<file path="src/rtl/uart_tx_ctrl_if.sv">
// Parallel-side handshake and serial-line bundle for the UART TX controller.
// The system side (FIFO/register file) is the master; the controller is the slave.
interface uart_tx_ctrl_if #(
    parameter int unsigned DATA_WIDTH = 8
);
    logic [DATA_WIDTH-1:0] P_DATA;
    logic                  data_valid;
    logic                  par_en;
    logic                  par_typ;
    logic                  TX_OUT;
    logic                  busy;
    logic                  tx_done;

    modport master (
        output P_DATA, data_valid, par_en, par_typ,
        input  TX_OUT, busy, tx_done
    );

    modport slave (
        input  P_DATA, data_valid, par_en, par_typ,
        output TX_OUT, busy, tx_done
    );
endinterface

</file>
<file path="src/rtl/uart_tx_ctrl.sv">
// UART transmit frame controller: start bit, LSB-first data, optional parity, stop bit.
// One bit per clk; every output comes straight from a flop.
module uart_tx_ctrl #(
    parameter int unsigned DATA_WIDTH = 8
) (
    input  logic           clk,
    input  logic           rst,
    uart_tx_ctrl_if.slave  bus
);
    localparam int unsigned    CNT_W = $clog2(DATA_WIDTH);
    localparam logic [CNT_W-1:0] LAST_BIT = CNT_W'(DATA_WIDTH - 1);

    typedef enum logic [2:0] {
        IDLE   = 3'd0,
        START  = 3'd1,
        DATA   = 3'd2,
        PARITY = 3'd3,
        STOP   = 3'd4
    } state_t;

    state_t                state_q, state_d;
    logic [DATA_WIDTH-1:0] sh_q, sh_d;
    logic [CNT_W-1:0]      cnt_q, cnt_d;
    logic                  pen_q, pen_d;
    logic                  par_q, par_d;
    logic                  tx_q, tx_d;
    logic                  busy_q, busy_d;
    logic                  done_q, done_d;

    assign bus.TX_OUT  = tx_q;
    assign bus.busy    = busy_q;
    assign bus.tx_done = done_q;

    // State, datapath and registered outputs
    always_ff @(posedge clk or posedge rst) begin
        if (rst) begin
            state_q <= IDLE;
            sh_q    <= '0;
            cnt_q   <= '0;
            pen_q   <= 1'b0;
            par_q   <= 1'b0;
            tx_q    <= 1'b1;
            busy_q  <= 1'b0;
            done_q  <= 1'b0;
        end else begin
            state_q <= state_d;
            sh_q    <= sh_d;
            cnt_q   <= cnt_d;
            pen_q   <= pen_d;
            par_q   <= par_d;
            tx_q    <= tx_d;
            busy_q  <= busy_d;
            done_q  <= done_d;
        end
    end

    // Next state; tx_d is the line level of the state being entered
    always_comb begin
        state_d = state_q;
        sh_d    = sh_q;
        cnt_d   = cnt_q;
        pen_d   = pen_q;
        par_d   = par_q;
        tx_d    = 1'b1;
        busy_d  = 1'b0;
        done_d  = 1'b0;

        case (state_q)
            IDLE: begin
                if (bus.data_valid) begin
                    state_d = START;
                    sh_d    = bus.P_DATA;
                    pen_d   = bus.par_en;
                    // Parity bit is fixed from the captured byte; odd type inverts it
                    par_d   = (^bus.P_DATA) ^ bus.par_typ;
                    tx_d    = 1'b0;
                    busy_d  = 1'b1;
                end
            end
            START: begin
                state_d = DATA;
                cnt_d   = '0;
                tx_d    = sh_q[0];
                sh_d    = sh_q >> 1;
                busy_d  = 1'b1;
            end
            DATA: begin
                busy_d = 1'b1;
                if (cnt_q == LAST_BIT) begin
                    if (pen_q) begin
                        state_d = PARITY;
                        tx_d    = par_q;
                    end else begin
                        state_d = STOP;
                    end
                end else begin
                    cnt_d = cnt_q + CNT_W'(1);
                    tx_d  = sh_q[0];
                    sh_d  = sh_q >> 1;
                end
            end
            PARITY: begin
                state_d = STOP;
                busy_d  = 1'b1;
            end
            STOP: begin
                state_d = IDLE;
                done_d  = 1'b1;
            end
            default: begin
                state_d = IDLE;
            end
        endcase
    end
endmodule

</file>
<file path="src/flat_wrapper.sv">
// flat-port wrapper written by rule: the top's interface ports become plain ports
module uart_tx_ctrl_flat 
#(
    parameter int unsigned DATA_WIDTH = 8
)
  (clk, rst, bus_P_DATA, bus_data_valid, bus_par_en, bus_par_typ, bus_TX_OUT, bus_busy, bus_tx_done);
  uart_tx_ctrl_if #(.DATA_WIDTH(DATA_WIDTH)) bus_i ();
  input  logic clk;
  input  logic rst;
  input wire logic [$bits(bus_i.P_DATA)-1:0] bus_P_DATA;
  input wire logic [$bits(bus_i.data_valid)-1:0] bus_data_valid;
  input wire logic [$bits(bus_i.par_en)-1:0] bus_par_en;
  input wire logic [$bits(bus_i.par_typ)-1:0] bus_par_typ;
  output wire logic [$bits(bus_i.TX_OUT)-1:0] bus_TX_OUT;
  output wire logic [$bits(bus_i.busy)-1:0] bus_busy;
  output wire logic [$bits(bus_i.tx_done)-1:0] bus_tx_done;
  assign bus_i.P_DATA = bus_P_DATA;
  assign bus_i.data_valid = bus_data_valid;
  assign bus_i.par_en = bus_par_en;
  assign bus_i.par_typ = bus_par_typ;
  assign bus_TX_OUT = bus_i.TX_OUT;
  assign bus_busy = bus_i.busy;
  assign bus_tx_done = bus_i.tx_done;
  uart_tx_ctrl #(.DATA_WIDTH(DATA_WIDTH)) u_core (.clk(clk), .rst(rst), .bus(bus_i));
endmodule
</file>
<file path="config.mk">
export PLATFORM = sky130hd
export DESIGN_NAME = uart_tx_ctrl_flat
export DESIGN_NICKNAME = d
export VERILOG_FILES = /design/src/rtl/uart_tx_ctrl_if.sv /design/src/rtl/uart_tx_ctrl.sv /design/src/flat_wrapper.sv
export SDC_FILE = /design/constraint.sdc
export NUM_CORES = 1
export LEC_CHECK = 0
export BUFFER_PORTS_ARGS = -buffer_cell sky130_fd_sc_hd__buf_2
export CAP_MARGIN = 15
export CORE_MARGIN = 4
export CORE_UTILIZATION = 54
export DETAILED_ROUTE_END_ITERATION = 8
export PLACE_DENSITY = 0.75
export SLEW_MARGIN = 20
export SYNTH_ARGS = -nofsm -noshare
export SYNTH_HDL_FRONTEND = slang
export SYNTH_SLANG_ARGS = --single-unit
</file>
<file path="constraint.sdc">
create_clock -name clk -period 2.5 [get_ports clk]
set_input_delay 0.25 -clock clk [delete_from_list [all_inputs] [get_ports clk]]
set_output_delay 0.25 -clock clk [all_outputs]
set_load 0.02 [all_outputs]
</file>
==> flow_metrics.py <==
metrics = {
    "yosys": {
        "synth-seq-area-share": 0.468,
        "synth-compound-area-share": 0.174,
        "synth_area_leaders": "dfrtp_1, mux2i_1, a22o_1",
        "avgSynthCellArea_um2": 11.1,
        "synth_top_area_frac": 0.442,
        "synthAdderAreaFrac": 0.0246,
        "async_flop_share": 1.00,
        "synth_seq_cells": 19,
        "postSynthCellCount": 92,
        "netlist-cell-type-count": 28,
        "synth_top_area_cell": "dfrtp_1",
        "synthSimpleGateAreaFrac": 0.127,
        "synth_flop_cell": "dfrtp_1",
        "synth_xor_area_frac": 0.0737,
        "synthesis.nets": 107,
        "synth_edf_count": 0,
        "synth_warnings": 0,
        "synth_top_family_by_area": "compound AO/OA/AOI/OAI gates",
        "synth_area_um2": 1020,
        "synth.area.mux_share": 0.102,
    },
    "clock_tree": {
        "post_cts_resized": 0,
        "cts_buffers": 3,
        "cts.hold.buffers_added": 0,
        "clock_latency_ps": 300,
        "clk_pin_slew_ps": 110,
        "cts-root-buf": "clkbuf_4",
        "htree_levels": 1,
        "clock_sinks": 19,
        "cts_tree": "done",
        "cts_buffer_depth": 2,
        "cts_setup_buffers": 0,
    },
    "worst_setup_path": {
        "crit_buf_inv": 1,
        "crit_path_frequent_cell": "ha_1",
        "rrSetupSlack_ps": 570,
        "critPathCapture": "u_core.sh_q[5]",
        "max_stage_delay_ps": 430,
        "reg2reg_from": "u_core.cnt_q[0]",
        "start_kind": "flip-flop",
        "cp.required_ps": 2740,
        "critPathArrivalTime_ps": 2170,
        "critPathLaunch": "u_core.cnt_q[0]",
        "crit_family": "simple AND/OR/NAND/NOR gates",
        "crit_fanout": 14,
        "worstPathCellList": "ha_1 -> ha_1 -> or3b_1 -> a21oi_4 -> buf_4 -> nor2_1 -> a21oi_1",
        "cp.depth": 7,
        "slowest_stage": "dfrtp_1",
        "r2r_cells": 7,
        "crit_type": "reg -> reg",
        "r2r_end": "u_core.sh_q[5]",
        "cp-end-kind": "flip-flop",
    },
    "global_routing": {
        "grt_usage": 0.166,
        "grt_overflow": 0,
        "antenna_found_initial": 0,
        "grt_max_degree": 20,
        "grt_pass1_vias": 713,
        "grt_pass1_wl_mm": 3.09,
    },
    "timing": {
        "holdWs_ps": 30.0,
        "finalClockSkew_ps": 4.05,
        "rsz0062_at_grt": "false",
        "final.setup.tns_ps": 0,
        "slew-limit-headroom": 0.537,
        "setup_violations": 0,
        "period_share": 0.773,
        "fin_crit_ps": 1930,
        "fmax_mhz": 518,
        "worst_slack_ps": 569,
        "hold_violations": 0,
        "slew_viol_final": 0,
        "worstMarginPinSlew_ps": 694,
    },
    "placement": {
        "gp_congestion": 0.750,
        "dp_cells": 129,
        "post_dp_cell_area_um2": 1110,
        "pre_cts_slack_ps": 584,
        "io_buffers": 15,
        "dp_hpwl_mm": 1.31,
    },
    "outcome": {
        "status": "completed",
    },
    "cells_and_area": {
        "postLayoutCoreUtil": 0.644,
        "diodes": 0,
        "multi_input_area_um2": 510,
        "synthToLayoutAreaGrowth_pct": 11.5,
        "drive_gt1_frac": 0.269,
        "final-seq-area_um2": 477,
        "fin_area_um2": 1140,
        "finalNonFillerCells": 133,
        "layout.nets": 124,
        "fillers": 158,
    },
    "drt": {
        "dr.pass1.iters": 4,
        "drt_first_iter_violations": 5,
        "detail_route.wl_per_cell_um": 13.3,
        "drt-total-wl_mm": 1.77,
        "viasPerCell": 5.33,
        "route.detailed.drc": 0,
        "ant_nets": 0,
        "vias": 709,
    },
    "pwr": {
        "powerDensity_nw_per_um2": 1210,
        "intPower_mw": 0.827,
        "p_comb_frac": 0.463,
        "p_sw_mw": 0.545,
        "seqPwrFrac": 0.421,
        "p_clk_frac": 0.115,
        "vdd_drop_max_v": 0.000543,
        "power_mw": 1.37,
        "power_switching_share": 0.397,
        "p_leak_nw": 0.517,
    },
    "die": {
        "die_w_um": 51.4,
        "start_util": 0.577,
        "rows": 15,
        "num_io_pins": 16,
        "die_h_um": 51.4,
        "dieArea_um2": 2650,
        "design.core.area_um2": 1760,
    },
    "run": {
        "cap_violations": 0,
    },
    "worst_hold_path": {
        "hp-class": "in -> async",
    },
}
per-layer routing:
metal	up-vias	GRT usage	wire length, um
li1	357	-	-
met1	334	0.206	845
met2	13	0.258	817
met3	5	0.0262	44
met5	-	0	0
met4	0	0.118	59
sequential cells by signal, indices dropped and copies added (netlist names):
| signal | count |
|---|---|
| u_core.state_q | 3 |
| u_core.cnt_q | 3 |
| u_core.bus.tx_done | 1 |
| u_core.par_q | 1 |
| u_core.bus.busy | 1 |
| u_core.pen_q | 1 |
| u_core.sh_q | 8 |
| u_core.bus.TX_OUT | 1 |
logic make-up (layout without fill, tap and decap cells):
family          Yosys count  after routing
mux                      10             10
compound gates           23             23
simple gates             25             25
fa+ha+maj                 2              2
flops                    19             19
xor+xnor                  7              7
buf+inv                   6             22
power groups by stage:
stage	Clock, mW	Sequential [mW]	Combinational (mW)
floorplan	0	0.542	0.564
global placement	0	0.578	0.618
detailed placement	0	0.585	0.638
CTS	0.166	0.578	0.643
global route	0.182	0.609	0.708
finish	0.158	0.578	0.636
cell usage in the layout, fill, tap and decap left out, types with 3 or more instances in the layout:
cell type	instances
dfrtp_1	18
buf_2	15
nor2_1	10
mux2i_1	7
a21oi_1	7
a22o_1	5
xnor2_1	5
o21bai_1	3
nand2b_1	3
a21oi_2	3
nor3_1	3
mux2_2	3
clkbuf_4	3
worst register-to-register path: stages (launching register included):
cell	delay, ps
dfrtp_1	430
ha_1	220
ha_1	250
or3b_1	420
a21oi_4	170
buf_4	220
nor2_1	60
a21oi_1	110
synthesized netlist by cell type, types with 2 or more instances:
master and number:
a21oi_1 7, a21oi_2 3, a21oi_4 2, a22o_1 5, clkbuf_1 2, dfrtp_1 18
ha_1 2, inv_1 2, mux2_2 3, mux2i_1 7, nand2_1 2, nand2b_1 3
nor2_1 10, nor2b_1 2, nor3_1 3, nor3b_1 2, o21ai_0 2, o21bai_1 3
xnor2_1 5
worst min path at each step:
stage          start               to  slack, ps  depth (start not counted)
5_1_grt          rst   u_core.sh_q[4]         70                          2
4_1_cts          rst   u_core.sh_q[6]         50                          2
6_report         rst   u_core.sh_q[6]         30                          2
3_3_place_gp     rst     u_core.par_q        400                          2
3_5_place_dp     rst     u_core.par_q        390                          2
2_1_floorplan    rst  u_core.bus.busy        200                          1
layout make-up:
| type | instances | share of cell area |
|---|---|---|
| flip-flops and latches | 19 | 0.420 |
| multi-input cells | 67 | 0.449 |
| clock inverters | 1 | 0.00441 |
| well taps | 25 | 0.0275 |
| repair buffers | 16 | 0.0727 |
| clock buffers | 3 | 0.0198 |
| inverters | 2 | 0.00661 |
Note: power is estimated with default switching activity, not from simulation.
